--- src/rtl/game_pkg.sv ---
// game_pkg: shared definitions for the game-tick sequencer.
//   sched_state_t  - sequencer state encoding (IDLE, START, WAIT_COLL, SETTLE)
//   *_DEF          - default delay / width constants used by tick_scheduler
//   max_int        - elaboration-time helper for counter sizing
package game_pkg;

    typedef enum logic [1:0] {
        IDLE      = 2'd0,
        START     = 2'd1,
        WAIT_COLL = 2'd2,
        SETTLE    = 2'd3
    } sched_state_t;

    localparam int GO_DELAY_DEF       = 2;
    localparam int REDO_DELAY_DEF     = 4;
    localparam int TIMEOUT_CYCLES_DEF = 4096;
    localparam int FRAME_W_DEF        = 16;

    function automatic int max_int(input int a, input int b);
        return (a > b) ? a : b;
    endfunction

endpackage

--- src/rtl/rise_detect.sv ---
// rise_detect: rising-edge detector with a registered history bit.
// Ports:
//   clk     in  - clock
//   reset_n in  - asynchronous active-low reset
//   d       in  - level input, same clock domain
//   rise    out - high while d is 1 and its previous sampled value was 0
// RESET_VAL sets the history bit at reset; 1 suppresses a false edge when
// d is already high as reset is released.
module rise_detect #(
    parameter logic RESET_VAL = 1'b1
) (
    input  logic clk,
    input  logic reset_n,
    input  logic d,
    output logic rise
);

    logic d_q;

    always_ff @(posedge clk or negedge reset_n) begin
        if (!reset_n) begin
            d_q <= RESET_VAL;
        end else begin
            d_q <= d;
        end
    end

    assign rise = d & ~d_q;

endmodule

--- src/rtl/tick_scheduler.sv ---
// tick_scheduler: per-frame game-tick sequencer.
// A rising tick starts a collision scan, waits for coll_done, then pulses
// phys_go and coll_redo at fixed offsets from the accepted done.
// Optional feature macro: TICK_SCHED_TIMEOUT_EN (collision-scan timeout).
// Ports:
//   clk        in  - system clock
//   reset_n    in  - asynchronous active-low reset
//   tick_in    in  - level tick source; rising edges start a sequence
//   enable     in  - gate for new ticks
//   coll_done  in  - collision scan complete (pulse or level)
//   clr_flags  in  - clears overrun/timeout (a same-cycle set wins)
//   coll_start out - one-cycle pulse, start collision scan
//   phys_go    out - one-cycle pulse, apply physics step
//   coll_redo  out - one-cycle pulse, request collision re-scan
//   busy       out - sequence in progress
//   frame_cnt  out - completed sequence count (wraps)
//   overrun    out - sticky, tick dropped while busy
//   timeout    out - sticky, collision scan never finished
//
// state     | meaning
// IDLE      | waiting for an enabled tick edge
// START     | issue coll_start
// WAIT_COLL | waiting for coll_done (optionally bounded)
// SETTLE    | counting out phys_go and coll_redo offsets
module tick_scheduler
    import game_pkg::*;
#(
    parameter int GO_DELAY       = GO_DELAY_DEF,
    parameter int REDO_DELAY     = REDO_DELAY_DEF,
    parameter int TIMEOUT_CYCLES = TIMEOUT_CYCLES_DEF,
    parameter int FRAME_W        = FRAME_W_DEF
) (
    input  logic               clk,
    input  logic               reset_n,
    input  logic               tick_in,
    input  logic               enable,
    input  logic               coll_done,
    input  logic               clr_flags,
    output logic               coll_start,
    output logic               phys_go,
    output logic               coll_redo,
    output logic               busy,
    output logic [FRAME_W-1:0] frame_cnt,
    output logic               overrun,
    output logic               timeout
);

    localparam int CNT_W = $clog2(max_int(TIMEOUT_CYCLES, REDO_DELAY)) + 1;
    localparam logic [CNT_W-1:0] CNT_MAX  = '1;
    localparam logic [CNT_W-1:0] GO_HIT   = CNT_W'(GO_DELAY - 1);
    localparam logic [CNT_W-1:0] REDO_HIT = CNT_W'(REDO_DELAY - 1);

    sched_state_t     state, state_nx;
    logic [CNT_W-1:0] cnt, cnt_nx, cnt_inc;
    logic             tick_edge;
    logic             start_nx, go_nx, redo_nx, frame_inc, overrun_set;
    logic             coll_start_q, phys_go_q, coll_redo_q, busy_q, overrun_q;
    logic [FRAME_W-1:0] frame_q;

    rise_detect #(.RESET_VAL(1'b1)) u_tick_rise (
        .clk     (clk),
        .reset_n (reset_n),
        .d       (tick_in),
        .rise    (tick_edge)
    );

`ifdef TICK_SCHED_TIMEOUT_EN
    localparam logic [CNT_W-1:0] TO_HIT = CNT_W'(TIMEOUT_CYCLES - 1);
    logic timeout_set;
    logic timeout_q;
`endif

    // saturate rather than wrap so a stuck scan cannot alias a terminal count
    assign cnt_inc = (cnt == CNT_MAX) ? cnt : cnt + 1'b1;

    always_comb begin
        state_nx  = state;
        cnt_nx    = cnt;
        start_nx  = 1'b0;
        go_nx     = 1'b0;
        redo_nx   = 1'b0;
        frame_inc = 1'b0;
`ifdef TICK_SCHED_TIMEOUT_EN
        timeout_set = 1'b0;
`endif
        case (state)
            IDLE: begin
                if (tick_edge && enable) begin
                    state_nx = START;
                end
            end
            START: begin
                start_nx = 1'b1;
                state_nx = WAIT_COLL;
                cnt_nx   = '0;
            end
            WAIT_COLL: begin
                if (coll_done) begin
                    state_nx = SETTLE;
                    cnt_nx   = '0;
                end else begin
                    cnt_nx = cnt_inc;
`ifdef TICK_SCHED_TIMEOUT_EN
                    if (cnt == TO_HIT) begin
                        state_nx    = IDLE;
                        timeout_set = 1'b1;
                    end
`endif
                end
            end
            SETTLE: begin
                cnt_nx = cnt_inc;
                if (cnt == GO_HIT) begin
                    go_nx = 1'b1;
                end
                if (cnt == REDO_HIT) begin
                    redo_nx   = 1'b1;
                    frame_inc = 1'b1;
                    state_nx  = IDLE;
                end
            end
            default: begin
                state_nx = IDLE;
            end
        endcase
    end

    assign overrun_set = tick_edge & enable & (state != IDLE);

    always_ff @(posedge clk or negedge reset_n) begin
        if (!reset_n) begin
            state        <= IDLE;
            cnt          <= '0;
            coll_start_q <= 1'b0;
            phys_go_q    <= 1'b0;
            coll_redo_q  <= 1'b0;
            busy_q       <= 1'b0;
            frame_q      <= '0;
            overrun_q    <= 1'b0;
        end else begin
            state        <= state_nx;
            cnt          <= cnt_nx;
            coll_start_q <= start_nx;
            phys_go_q    <= go_nx;
            coll_redo_q  <= redo_nx;
            busy_q       <= (state != IDLE);
            if (frame_inc) begin
                frame_q <= frame_q + 1'b1;
            end
            if (overrun_set) begin
                overrun_q <= 1'b1;
            end else if (clr_flags) begin
                overrun_q <= 1'b0;
            end
        end
    end

`ifdef TICK_SCHED_TIMEOUT_EN
    always_ff @(posedge clk or negedge reset_n) begin
        if (!reset_n) begin
            timeout_q <= 1'b0;
        end else if (timeout_set) begin
            timeout_q <= 1'b1;
        end else if (clr_flags) begin
            timeout_q <= 1'b0;
        end
    end
    assign timeout = timeout_q;
`else
    assign timeout = 1'b0;
`endif

    assign coll_start = coll_start_q;
    assign phys_go    = phys_go_q;
    assign coll_redo  = coll_redo_q;
    assign busy       = busy_q;
    assign frame_cnt  = frame_q;
    assign overrun    = overrun_q;

endmodule

--- config.mk ---
export PLATFORM = sky130hd
export DESIGN_NAME = tick_scheduler
export DESIGN_NICKNAME = d
export VERILOG_FILES = /design/src/rtl/game_pkg.sv /design/src/rtl/rise_detect.sv /design/src/rtl/tick_scheduler.sv
export SDC_FILE = /design/constraint.sdc
export NUM_CORES = 1
export LEC_CHECK = 0
export BUFFER_PORTS_ARGS = -buffer_cell sky130_fd_sc_hd__buf_2
export CORE_MARGIN = 5
export CORE_UTILIZATION = 30
export DETAILED_ROUTE_END_ITERATION = 10
export SYNTH_ARGS = -nofsm -noshare
export SYNTH_HDL_FRONTEND = slang
export SYNTH_HIERARCHICAL = 1
export SYNTH_SLANG_ARGS = --single-unit
--- constraint.sdc ---
create_clock -name clk -period 2.5 [get_ports clk]
set_clock_uncertainty 0.2 [all_clocks]
set_input_delay 0.25 -clock clk [delete_from_list [all_inputs] [get_ports clk]]
set_output_delay 0.25 -clock clk [all_outputs]
set_load 0.03 [all_outputs]
==> results of run 1 <==
[how the worst max path moves through the flow]
stage	slack, ns	from	endpoint	cells past startpoint
2_1_floorplan	0.56	state[0]$_DFFE_PN0P_	cnt[6]$_DFFE_PN0P_	7
3_3_place_gp	0.40	cnt[8]$_DFFE_PN0P_	frame_cnt[10]$_DFFE_PN0P_	4
3_5_place_dp	0.41	state[0]$_DFFE_PN0P_	cnt[6]$_DFFE_PN0P_	6
4_1_cts	0.39	state[0]$_DFFE_PN0P_	cnt[5]$_DFFE_PN0P_	7
5_1_grt	0.19	cnt[8]$_DFFE_PN0P_	frame_cnt[11]$_DFFE_PN0P_	4
6_report	0.40	state[0]$_DFFE_PN0P_	cnt[5]$_DFFE_PN0P_	7
[area by class of cell]
cell class	count	area share [%]
clock buffer	6	3.67
clock inverter	2	1.67
inverter	6	1.00
multi-input combinational	132	40.4
sequential	37	41.2
tap	77	4.28
timing repair buffer	31	7.78
[power breakdown]
group	switching (mW)	leakage, nW	internal (mW)	total, mW
clock network	0.220	0.0574	0.324	0.544
logic	0.367	0.532	0.234	0.601
registers	0.0792	0.499	0.679	0.758
[per-layer routing]
| layer | GRT usage, % | share of wire (%) |
|---|---|---|
| met1 | 13.0 | 47 |
| met2 | 15.6 | 45 |
| met3 | 3.76 | 5.7 |
| met4 | 4.79 | 2.0 |
| met5 | 0 | 0 |
[cell families after synthesis]
kind of cell    count (synthesis)  share of synthesized area (%)
compound gates                 19                           7.47
simple gates                   86                           26.3
fa+ha+maj                       8                           5.24
flops                          37                           48.5
xor+xnor                       16                           7.33
mux                             2                           1.11
buf+inv                        14                           3.80
other cells                     1                          0.196
[worst max-delay path, stage by stage, from the launching register on]
cell and delay [ns]:
dfrtp_1 0.41, inv_1 0.13, ha_1 0.19, nor2b_1 0.24
nor3_1 0.11, buf_4 0.18, or4_1 0.50, nand2_1 0.08
[synth_stat cells, types with 3 or more instances]
master    number  share of area, %
dfrtp_1       36                47
nand2_1       21               4.1
nand3_1       11               2.9
xor2_1        10               4.6
nand4_1        9               2.9
nor2_1         9               1.8
nor3_1         9               2.4
ha_1           8               5.2
inv_1          6               1.2
nor4_1         6               2.0
xnor2_1        6               2.8
a21oi_1        4               1.0
clkbuf_1       4              0.79
o211ai_1       3               1.2
o21ai_0        3              0.79
or3_1          3              0.98
[per-stage QoR]
stage | std cells | util [%] | worst slack (ns)
after floorplan | 183 | - | 0.557
after global placement | 280 | 33.5 | 0.397
after detailed placement | 280 | 33.5 | 0.415
after CTS | 291 | 35.9 | 0.390
after global routing | 291 | 35.9 | 0.194
final | 291 | 35.9 | 0.398
[layout by cell type (no fill, tap or decap), types with 3 or more instances in the layout]
cell type      instances
xnor2_1                6
o21ai_0                3
or3_1                  3
a21oi_1                4
inv_1                  6
o211ai_1               3
nor2_1                 9
nand2_1               21
nor4_1                 6
clkbuf_8               6
ha_1                   8
dlygate4sd3_1          3
nand4_1                9
buf_2                 26
xor2_1                10
dfrtp_1               36
nand3_1               11
nor3_1                 9
==> metrics.md, run 1 <==
| Metric | Value |
|---|---|
| Setup CP Type | flop to flop |
| Clock slew at reported path FFs | approximately 0.07 ns |
| Yosys reg bits | 37 |
| HP Start | enable |
| PwrDens | between 800 and 900 nW/um2 |
| Hold Path Class | input pin to flop |
| H-Tree Depth | 2 |
| Primary FF master, synth | dfrtp_1 |
| Final Critical Period | between 2 and 2.5 ns |
| Global route total overflow | 0 |
| Hold Slack | about 0.064 ns |
| Hold Violations, Final | 0 |
| DR iter-0 viols | ~100 |
| CTS buffer count | 5 |
| Sequential cell area | ~900 um2 |
| Vias in the first global route | about 1,400 |
| Number of synthesized flops with an enable pin | 0 |
| Diode count | 0 |
| Leak Pwr | ~1.1 nW |
| Die area | approximately 8100 um2 |
| Final period util | approximately 84% |
| Clk root buf | clkbuf_8 |
| Area growth syn-to-layout | 17.9% |
| Vias/cell | ~5 |
| Clock latency on the worst-skew pair | about 0.3 ns |
| Status | complete, no violations |
| FP Rows | 29 |
| Starting Density | between 30% and 40% |
| Footprint of the multi-input gates | 911 um2 |
| Cts repair resizes | 0 |
| CP Max Fanout | 7 |
| Final nets | 227 |
| Sequential cell area fraction in the yosys report | 48.5% |
| Worst Path Arrival | ~2.1 ns |
| Startpoint Class | flop |
| R2r setup slk | ~0.40 ns |
| Worst R2R Start | state[0]$_DFFE_PN0P_ |
| Post-CTS Setup Inserts | 0 |
| Distinct cells, synth | 43 |
| DIE WIDTH | 89.8 um |
| Area after DPL | between 2000 and 2500 um2 |
| Slew Limit Headroom | between 40% and 50% |
| DRT antenna net count | 0 |
| Setup violators final | 0 |
| CTS Buffer Depth | 2 |
| Post-synth net total | 197 |
| TritonCTS clock tree | yes |
| Max FFs per register | 16 |
| Worst Tran Pin Value | slightly above 0.8 ns |
| First-pass GRT wire length | slightly below 7000 um |
| CP Capture Type | flop |
| Initial DRT Pass Iterations | 7 |
| Hold buffer count at cts | 3 |
| Final Total Pwr | 1.90 mW |
| Clock sink count | 37 |
| Max Cap Viol | 0 |
| Yosys warns | 6 |
| Port Buffers | 26 |
| Fin area | between 2000 and 2500 um2 |
| Final HPWL DP | roughly 2800 um |
| Max IR drop VDD | ~330 uV |
| Largest net degree at the start of global routing | 38 |
| Mapped cell area | 1910 um2 |
| Maximum clock rate | approximately 0.48 GHz |
| Asr flop ratio synth | 100% |
| Routed vias | around 1,500 |
| Core box area | ~6300 um2 |
| Wire length per cell | 13.3 um |
| Antenna violations before repair | 0 |
| Layout cells sized above 1 | roughly 22% |
| Gr usage total | between 10% and 20% |
| Mean Syn Cell Area | 10.4 um2 |
| Drc violations | 0 |
| Final Wtd Congestion | about 0.74 |
| Worst hold endpoint | overrun$_DFFE_PN0P_ |
| FF-to-FF path depth | 7 |
| Chip height | ~90 um |
| Io pins | 28 |
| Final Slew Violations | 0 |
| WL final | 3870 um |
| FILL cells | approximately 630 |
| Worst R2R End | cnt[5]$_DFFE_PN0P_ |
| Hold path depth | 3 |
| Syn Inst Count | ~180 |
| Critical Path RT | between 2 and 3 ns |
| Setup TNS | 0 ns |
| RSZ-0062 raised after global routing | false |
Note: power is estimated with default switching activity, not from simulation.
==> run 2: changes to the inputs <==
==> constraint.sdc (replaced) <==
create_clock -name clk -period 1.9 [get_ports clk]
set_clock_uncertainty 0.2 [all_clocks]
set_input_delay 0.19 -clock clk [delete_from_list [all_inputs] [get_ports clk]]
set_output_delay 0.19 -clock clk [all_outputs]
set_load 0.03 [all_outputs]
==> run 2 against run 1 <==
Effect of this change: the run now ends with setup timing left; die area stayed put; worst setup slack worse by 0.43 ns; register-to-register slack worse by 0.43 ns; count of clock-buffer cells in the layout is 1 higher; flip-flop and latch count stayed put; combinational power is 100% higher; largest cell class is now multi-input gates; highest routed layer unchanged.
==> metrics.md, run 2 (synthesized netlist as in run 1, its figures left out) <==
| Metric | Value |
|---|---|
| Status | complete, but fails checks |
| Failing checks | setup timing |
| FP Rows | 29 (unchanged) |
| Layout cells sized above 1 | 45.7% (+24 points) |
| Leak Pwr | 1.37 nW (+26%) |
| Maximum clock rate | 0.518 GHz (+8.9%) |
| Setup WS pre-CTS | -0.0943 ns (-0.509 ns) |
| H-Tree Depth | 2 (unchanged) |
| Drc violations | 0 (unchanged) |
| Max incr delay on CP | 0.41 ns (-0.09 ns) |
| Max Cap Viol | 0 (unchanged) |
| Commonest non-fill, non-tap cell in the layout | buf_4 |
| Vias in the first global route | 1,594 (+11%) |
| Final Wtd Congestion | 0.851 (+16%) |
| Gr usage total | 11.5% (+1.1 points) |
| Final HPWL DP | 3230 um (+14%) |
| Routed vias | 1,611 (+9.4%) |
| Worst Path Arrival | 1.90 ns (-0.23 ns) |
| Worst R2R Start | cnt[7]$_DFFE_PN0P_ |
| CP max-delay cell | dfrtp_1 |
| Busiest layer in global routing | met2 |
| Worst hold endpoint | overrun$_DFFE_PN0P_ |
| Clk root buf | clkbuf_8 |
| Final period util | 102% (+17 points) |
| Global route total overflow | 0 (unchanged) |
| Met3 global-route usage | 3.34% (-0.42 points) |
| Hold path depth | 3 (unchanged) |
| Max FFs per register | 16 (unchanged) |
| Setup TNS | -0.0596 ns (-0.0596 ns) |
| CTS buffer count | 5 (unchanged) |
| Met1 GRT Util | 14.8% (+1.8 points) |
| Final Critical Period | 1.93 ns (-0.172 ns) |
| Clock latency on the worst-skew pair | 0.28 ns (-0.02 ns) |
| WL final | 4530 um (+17%) |
| HP Start | enable |
| Wire length per cell | 13.7 um (+3.0%) |
| TritonCTS clock tree | yes |
| Initial DRT Pass Iterations | 4 (-3) |
| Io pins | 28 (unchanged) |
| WP buf/inv | 0 (-2) |
| DIE WIDTH | 89.8 um (unchanged) |
| CP Capture Type | flop |
| Hold Violations, Final | 0 (unchanged) |
| Setup CP Type | flop to flop |
| Largest net degree at the start of global routing | 22 (-42%) |
| Core box area | 6280 um2 (unchanged) |
| DRT antenna net count | 0 (unchanged) |
| Final nets | 268 (+18%) |
| Most frequent cells in the layout | 42 x buf_4, 35 x dfrtp_1, 26 x buf_2, 20 x nand2_1, 10 x xor2_1 |
| CTS Buffer Depth | 2 (unchanged) |
| Starting Density | 30.4% (unchanged) |
| Vias/cell | 4.87 (-3.8%) |
| CP Max Fanout | 3 (-4) |
| Setup WS post-layout | -0.0296 ns (-0.428 ns) |
| Diode count | 0 (unchanged) |
| Worst path cell trace | nor4_4, nand4_1, a221oi_2, mux2_4 |
| Worst R2R End | state[1]$_DFFE_PN0P_ |
| Final Slew Violations | 0 (unchanged) |
| Critical Path RT | 1.87 ns (-0.66 ns) |
| Area growth syn-to-layout | 43.0% |
| Port Buffers | 26 (unchanged) |
| Die area | 8060 um2 (unchanged) |
| Clock sink count | 37 (unchanged) |
| DR iter-0 viols | 70 (-31%) |
| Cell family with most CP delay | simple AND/OR/NAND/NOR gates |
| Antenna violations before repair | 0 (unchanged) |
| R2r setup slk | -0.03 ns (-0.43 ns) |
| Utilization after layout | 43.5% (+7.6 points) |
| First-pass GRT wire length | 7650 um (+12%) |
| FF-to-FF path depth | 4 (-3) |
| Chip height | 89.8 um (unchanged) |
| GRT met2 Usage | 18.0% (+2.4 points) |
| Max IR drop VDD | 819 uV (+150%) |
| PwrDens | 1010 nW/um2 (+20%) |
| Setup violators final | 3 (+3) |
| RSZ-0062 raised after global routing | true |
| Clock slew at reported path FFs | 0.07 ns (about the same) |
| Startpoint Class | flop |
| Hold Path Class | input pin to flop |
==> run 2: report_power, final <==
| part | switching (mW) | internal, mW |
|---|---|---|
| sequential | 0.0766 | 0.895 |
| clock | 0.272 | 0.288 |
| combinational | 0.626 | 0.603 |
==> run 2: per-layer routing <==
layer	up-vias	routed length (um)
met4	0	77
met1	774	2050
met2	32	2190
li1	798	-
met3	7	209
met5	-	0
==> run 2: per-stage QoR <==
stage	power (mW)	hold slack, ns	std cells	instance area, um2
6_report	2.76	0.00439	331	2730
5_1_grt	2.96	0.0276	331	2730
4_1_cts	2.67	0.00334	324	2530
3_5_place_dp	2.02	-0.0280	311	2340
3_3_place_gp	2.00	-0.0254	311	2340
2_1_floorplan	1.56	-0.306	183	1910
==> run 2: tightest hold or removal path, stage by stage <==
cell,delay [ns]
buf_2,0.09
nand2_1,0.08
o22ai_1,0.08
==> run 2: cell type report <==
cell class              instances  area, um2
fillers                       572       3550
flip-flops and latches         37        928
well taps                      77       96.3
repair buffers                 72        487
multi-input cells             132       1110
clock buffers                   7       86.3
inverters                       6       22.5
==> run 2: timing repair <==
item	4_1_cts	5_1_grt
buffers inserted	3	7
pin swaps	4	11
setup endpoints to repair	11	22
hold buffers	3	0
resized for setup	11	30
cloned	0	0
hold endpoints to repair	20	0
==> run 2: worst max path at each step <==
stage	startpoint	to	slack [ns]	depth (start not counted)
after floorplan	cnt[3]$_DFFE_PN0P_	state[1]$_DFFE_PN0P_	0.002	5
after global placement	cnt[7]$_DFFE_PN0P_	state[1]$_DFFE_PN0P_	-0.07	4
after detailed placement	cnt[7]$_DFFE_PN0P_	state[1]$_DFFE_PN0P_	-0.09	4
after CTS	cnt[4]$_DFFE_PN0P_	state[1]$_DFFE_PN0P_	-0.08	4
after global routing	cnt[7]$_DFFE_PN0P_	state[0]$_DFFE_PN0P_	-0.12	5
final	cnt[7]$_DFFE_PN0P_	state[1]$_DFFE_PN0P_	-0.03	4
==> run 3: changes to the inputs <==
--- a/config.mk
+++ b/config.mk
@@ -9,6 +9,8 @@
 export CORE_MARGIN = 5
 export CORE_UTILIZATION = 30
 export DETAILED_ROUTE_END_ITERATION = 10
+export REMOVE_ABC_BUFFERS = 1
+export SKIP_LAST_GASP = 1
 export SYNTH_ARGS = -nofsm -noshare
 export SYNTH_HDL_FRONTEND = slang
 export SYNTH_HIERARCHICAL = 1
==> run 3 against run 2 <==
Effect of this change: the flow still finishes with violations (setup timing); clock power rose by 50%; critical path type unchanged; worst hold slack improved by 0.010 ns; routed wire length fell by 2.1%; largest cell class unchanged.
==> metrics.md, run 3 (synthesized netlist as in run 1, its figures left out) <==
| Metric | Value |
|---|---|
| Status | complete, but fails checks |
| Failing checks | setup timing |
| RSZ-0062 raised after global routing | true |
| Io pins | 28 (unchanged) |
| CTS Buffer Depth | 2 (unchanged) |
| Total instance count after detailed placement | 311 (unchanged) |
| Drc violations | 0 (unchanged) |
| Hold Slack | 0.0146 ns (+0.0102 ns) |
| PwrDens | 1120 nW/um2 (+11%) |
| Max Cap Viol | 0 (unchanged) |
| TritonCTS clock tree | yes |
| Setup CP Type | flop to flop |
| Gr usage total | 11.0% (-0.51 points) |
| Initial DRT Pass Iterations | 4 (unchanged) |
| Max IR drop VDD | 779 uV (-4.9%) |
| Combinational power share | 40.8% (-3.7 points) |
| Starting Density | 30.4% (unchanged) |
| Diode count | 0 (unchanged) |
| CP max-delay cell | dfrtp_1 |
| DR iter-0 viols | 78 (+11%) |
| Critical Path RT | 1.88 ns (about the same) |
| Clk root buf | clkbuf_8 |
| Die area | 8060 um2 (unchanged) |
| Area after DPL | 2350 um2 (+0.43%) |
| CP Max Fanout | 4 (+1) |
| DIE WIDTH | 89.8 um (unchanged) |
| Final Wtd Congestion | 0.805 (-5.4%) |
| Max FFs per register | 16 (unchanged) |
| Final period util | 102% (+0.32 points) |
| Startpoint Class | flop |
| Worst path cell trace | nor4_4, nand4_1, a221oi_2, mux2_4 |
| CP Capture Type | flop |
| Switching pwr | 1.03 mW (+5.9%) |
| Utilization after layout | 43.4% (-0.080 points) |
| Routed vias | 1,610 (-0.062%) |
| Vias in the first global route | 1,593 (-0.063%) |
| Clock slew at reported path FFs | 0.08 ns (about the same) |
| Leak Pwr | 1.34 nW (-2.2%) |
| Worst R2R Start | cnt[4]$_DFFE_PN0P_ |
| Wire length per cell | 13.5 um (-1.2%) |
| HP Start | enable |
| Global route total overflow | 0 (unchanged) |
| WL final | 4440 um (-2.1%) |
| Switching power share of the total | 33.7% (-1.6 points) |
| Largest net degree at the start of global routing | 21 (-4.5%) |
| Setup WS pre-CTS | -0.0895 ns (+0.00478 ns) |
| Chip height | 89.8 um (unchanged) |
| Wl on met1 | 2020 um (-1.5%) |
| Uppermost layer routed | met4 |
| Setup WS post-layout | -0.0357 ns (-0.00617 ns) |
| FP Rows | 29 (unchanged) |
| Commonest non-fill, non-tap cell in the layout | dfrtp_1 |
| Final Critical Period | 1.94 ns (+0.00617 ns) |
| Final Slew Violations | 0 (unchanged) |
| Vias/cell | 4.91 (+0.85%) |
| Setup violators final | 5 (+2) |
| Layout cells sized above 1 | 43.0% (-2.6 points) |
| Core box area | 6280 um2 (unchanged) |
| Maximum clock rate | 0.517 GHz (-0.32%) |
| Port Buffers | 26 (unchanged) |
| Setup TNS | -0.0809 ns (-0.0213 ns) |
| Clock share of power | 27.4% (+7.1 points) |
| First-pass GRT wire length | 7420 um (-3.0%) |
| Cell Count, Final, Fillers Out | 328 (-0.91%) |
| Sequential Power Share | 31.7% (-3.5 points) |
| H-Tree Depth | 2 (unchanged) |
| Max incr delay on CP | 0.41 ns (about the same) |
| FILL cells | 608 (+6.3%) |
| Routed wl met2 | 2180 um (-0.87%) |
| Routed wl met3 | 183 um (-12%) |
| Clock sink count | 37 (unchanged) |
| Hold Path Class | input pin to flop |
| Antenna violations before repair | 0 (unchanged) |
| DRT antenna net count | 0 (unchanged) |
| Fin area | 2730 um2 (-0.18%) |
| Clock latency on the worst-skew pair | 0.30 ns (+0.02 ns) |
| Most frequent cells in the layout | 36 x dfrtp_1, 35 x buf_4, 26 x buf_2, 20 x nand2_1 |
| Final Total Pwr | 3.06 mW (+11%) |
| Hold Violations, Final | 0 (unchanged) |
| Worst Path Arrival | 1.92 ns (+0.02 ns) |
| Final HPWL DP | 3130 um (-3.1%) |
| Internal power | 2.03 mW (+13%) |
| Worst setup path startpoint | cnt[4]$_DFFE_PN0P_ |
| Area growth syn-to-layout | 42.7% |
| CTS buffer count | 5 (unchanged) |
| Final nets | 264 (-1.5%) |
-- run 3: cell count changes in the layout (fill, tap and decap cells not counted), moves of 2 or more --
cell / change
nor3_1: +3
nor4_4: -3
buf_4: -7
nor3_2: -4
buf_6: +2
bufinv_16: +2
nor4_2: +2
-- run 3: power groups by stage --
stage / combinational, mW / sequential [mW] / clock [mW]
after detailed placement: 1.02 / 0.976 / 0
after global placement: 0.998 / 0.977 / 0
after global routing: 1.35 / 0.985 / 0.896
after floorplan: 0.438 / 1.09 / 0
after CTS: 1.10 / 0.964 / 0.866
final: 1.25 / 0.970 / 0.838
-- run 3: per-layer routing --
layer	up-vias	global-route usage, %
met2	23	17.9
met4	0	4.16
met5	-	0
li1	793	-
met1	790	13.5
met3	4	3.34
-- run 3: final timing paths --
check / endpoint / slack (ns) / depth (start not counted)
max reg2reg: state[1]$_DFFE_PN0P_ / -0.04 / 4
min: overrun$_DFFE_PN0P_ / 0.01 / 3
max: state[1]$_DFFE_PN0P_ / -0.04 / 4
max in group asynchronous: u_tick_rise/d_q$_DFF_PN1_ / 0.81 / 3
min reg2reg: frame_cnt[15]$_DFFE_PN0P_ / 0.28 / 1
min in group asynchronous: frame_cnt[15]$_DFFE_PN0P_ / 0.15 / 2
-- run 3: worst max-delay path, delay by kind of cell (launching register included) --
family          cells  cell delay, ns
flops               1            0.41
mux                 1            0.33
compound gates      1            0.33
simple gates        2            0.56
-- run 3: cell type report --
type,instances,area [um2],area share (%)
Multi-Input combinational cell,132,1070,39.1
Sequential cell,37,927,34.0
Timing Repair Buffer,68,477,17.5
Tap cell,77,96.3,3.53
Clock buffer,5,68.8,2.52
Clock inverter,3,68.8,2.52
Inverter,6,22.5,0.826
-- run 3: timing repair --
item / in CTS / in global routing
pin swaps: 2 / 12
hold buffers: 3 / 0
buffers inserted: 0 / 7
hold endpoints to repair: 38 / 0
setup endpoints to repair: 10 / 22
resized for setup: 12 / 23
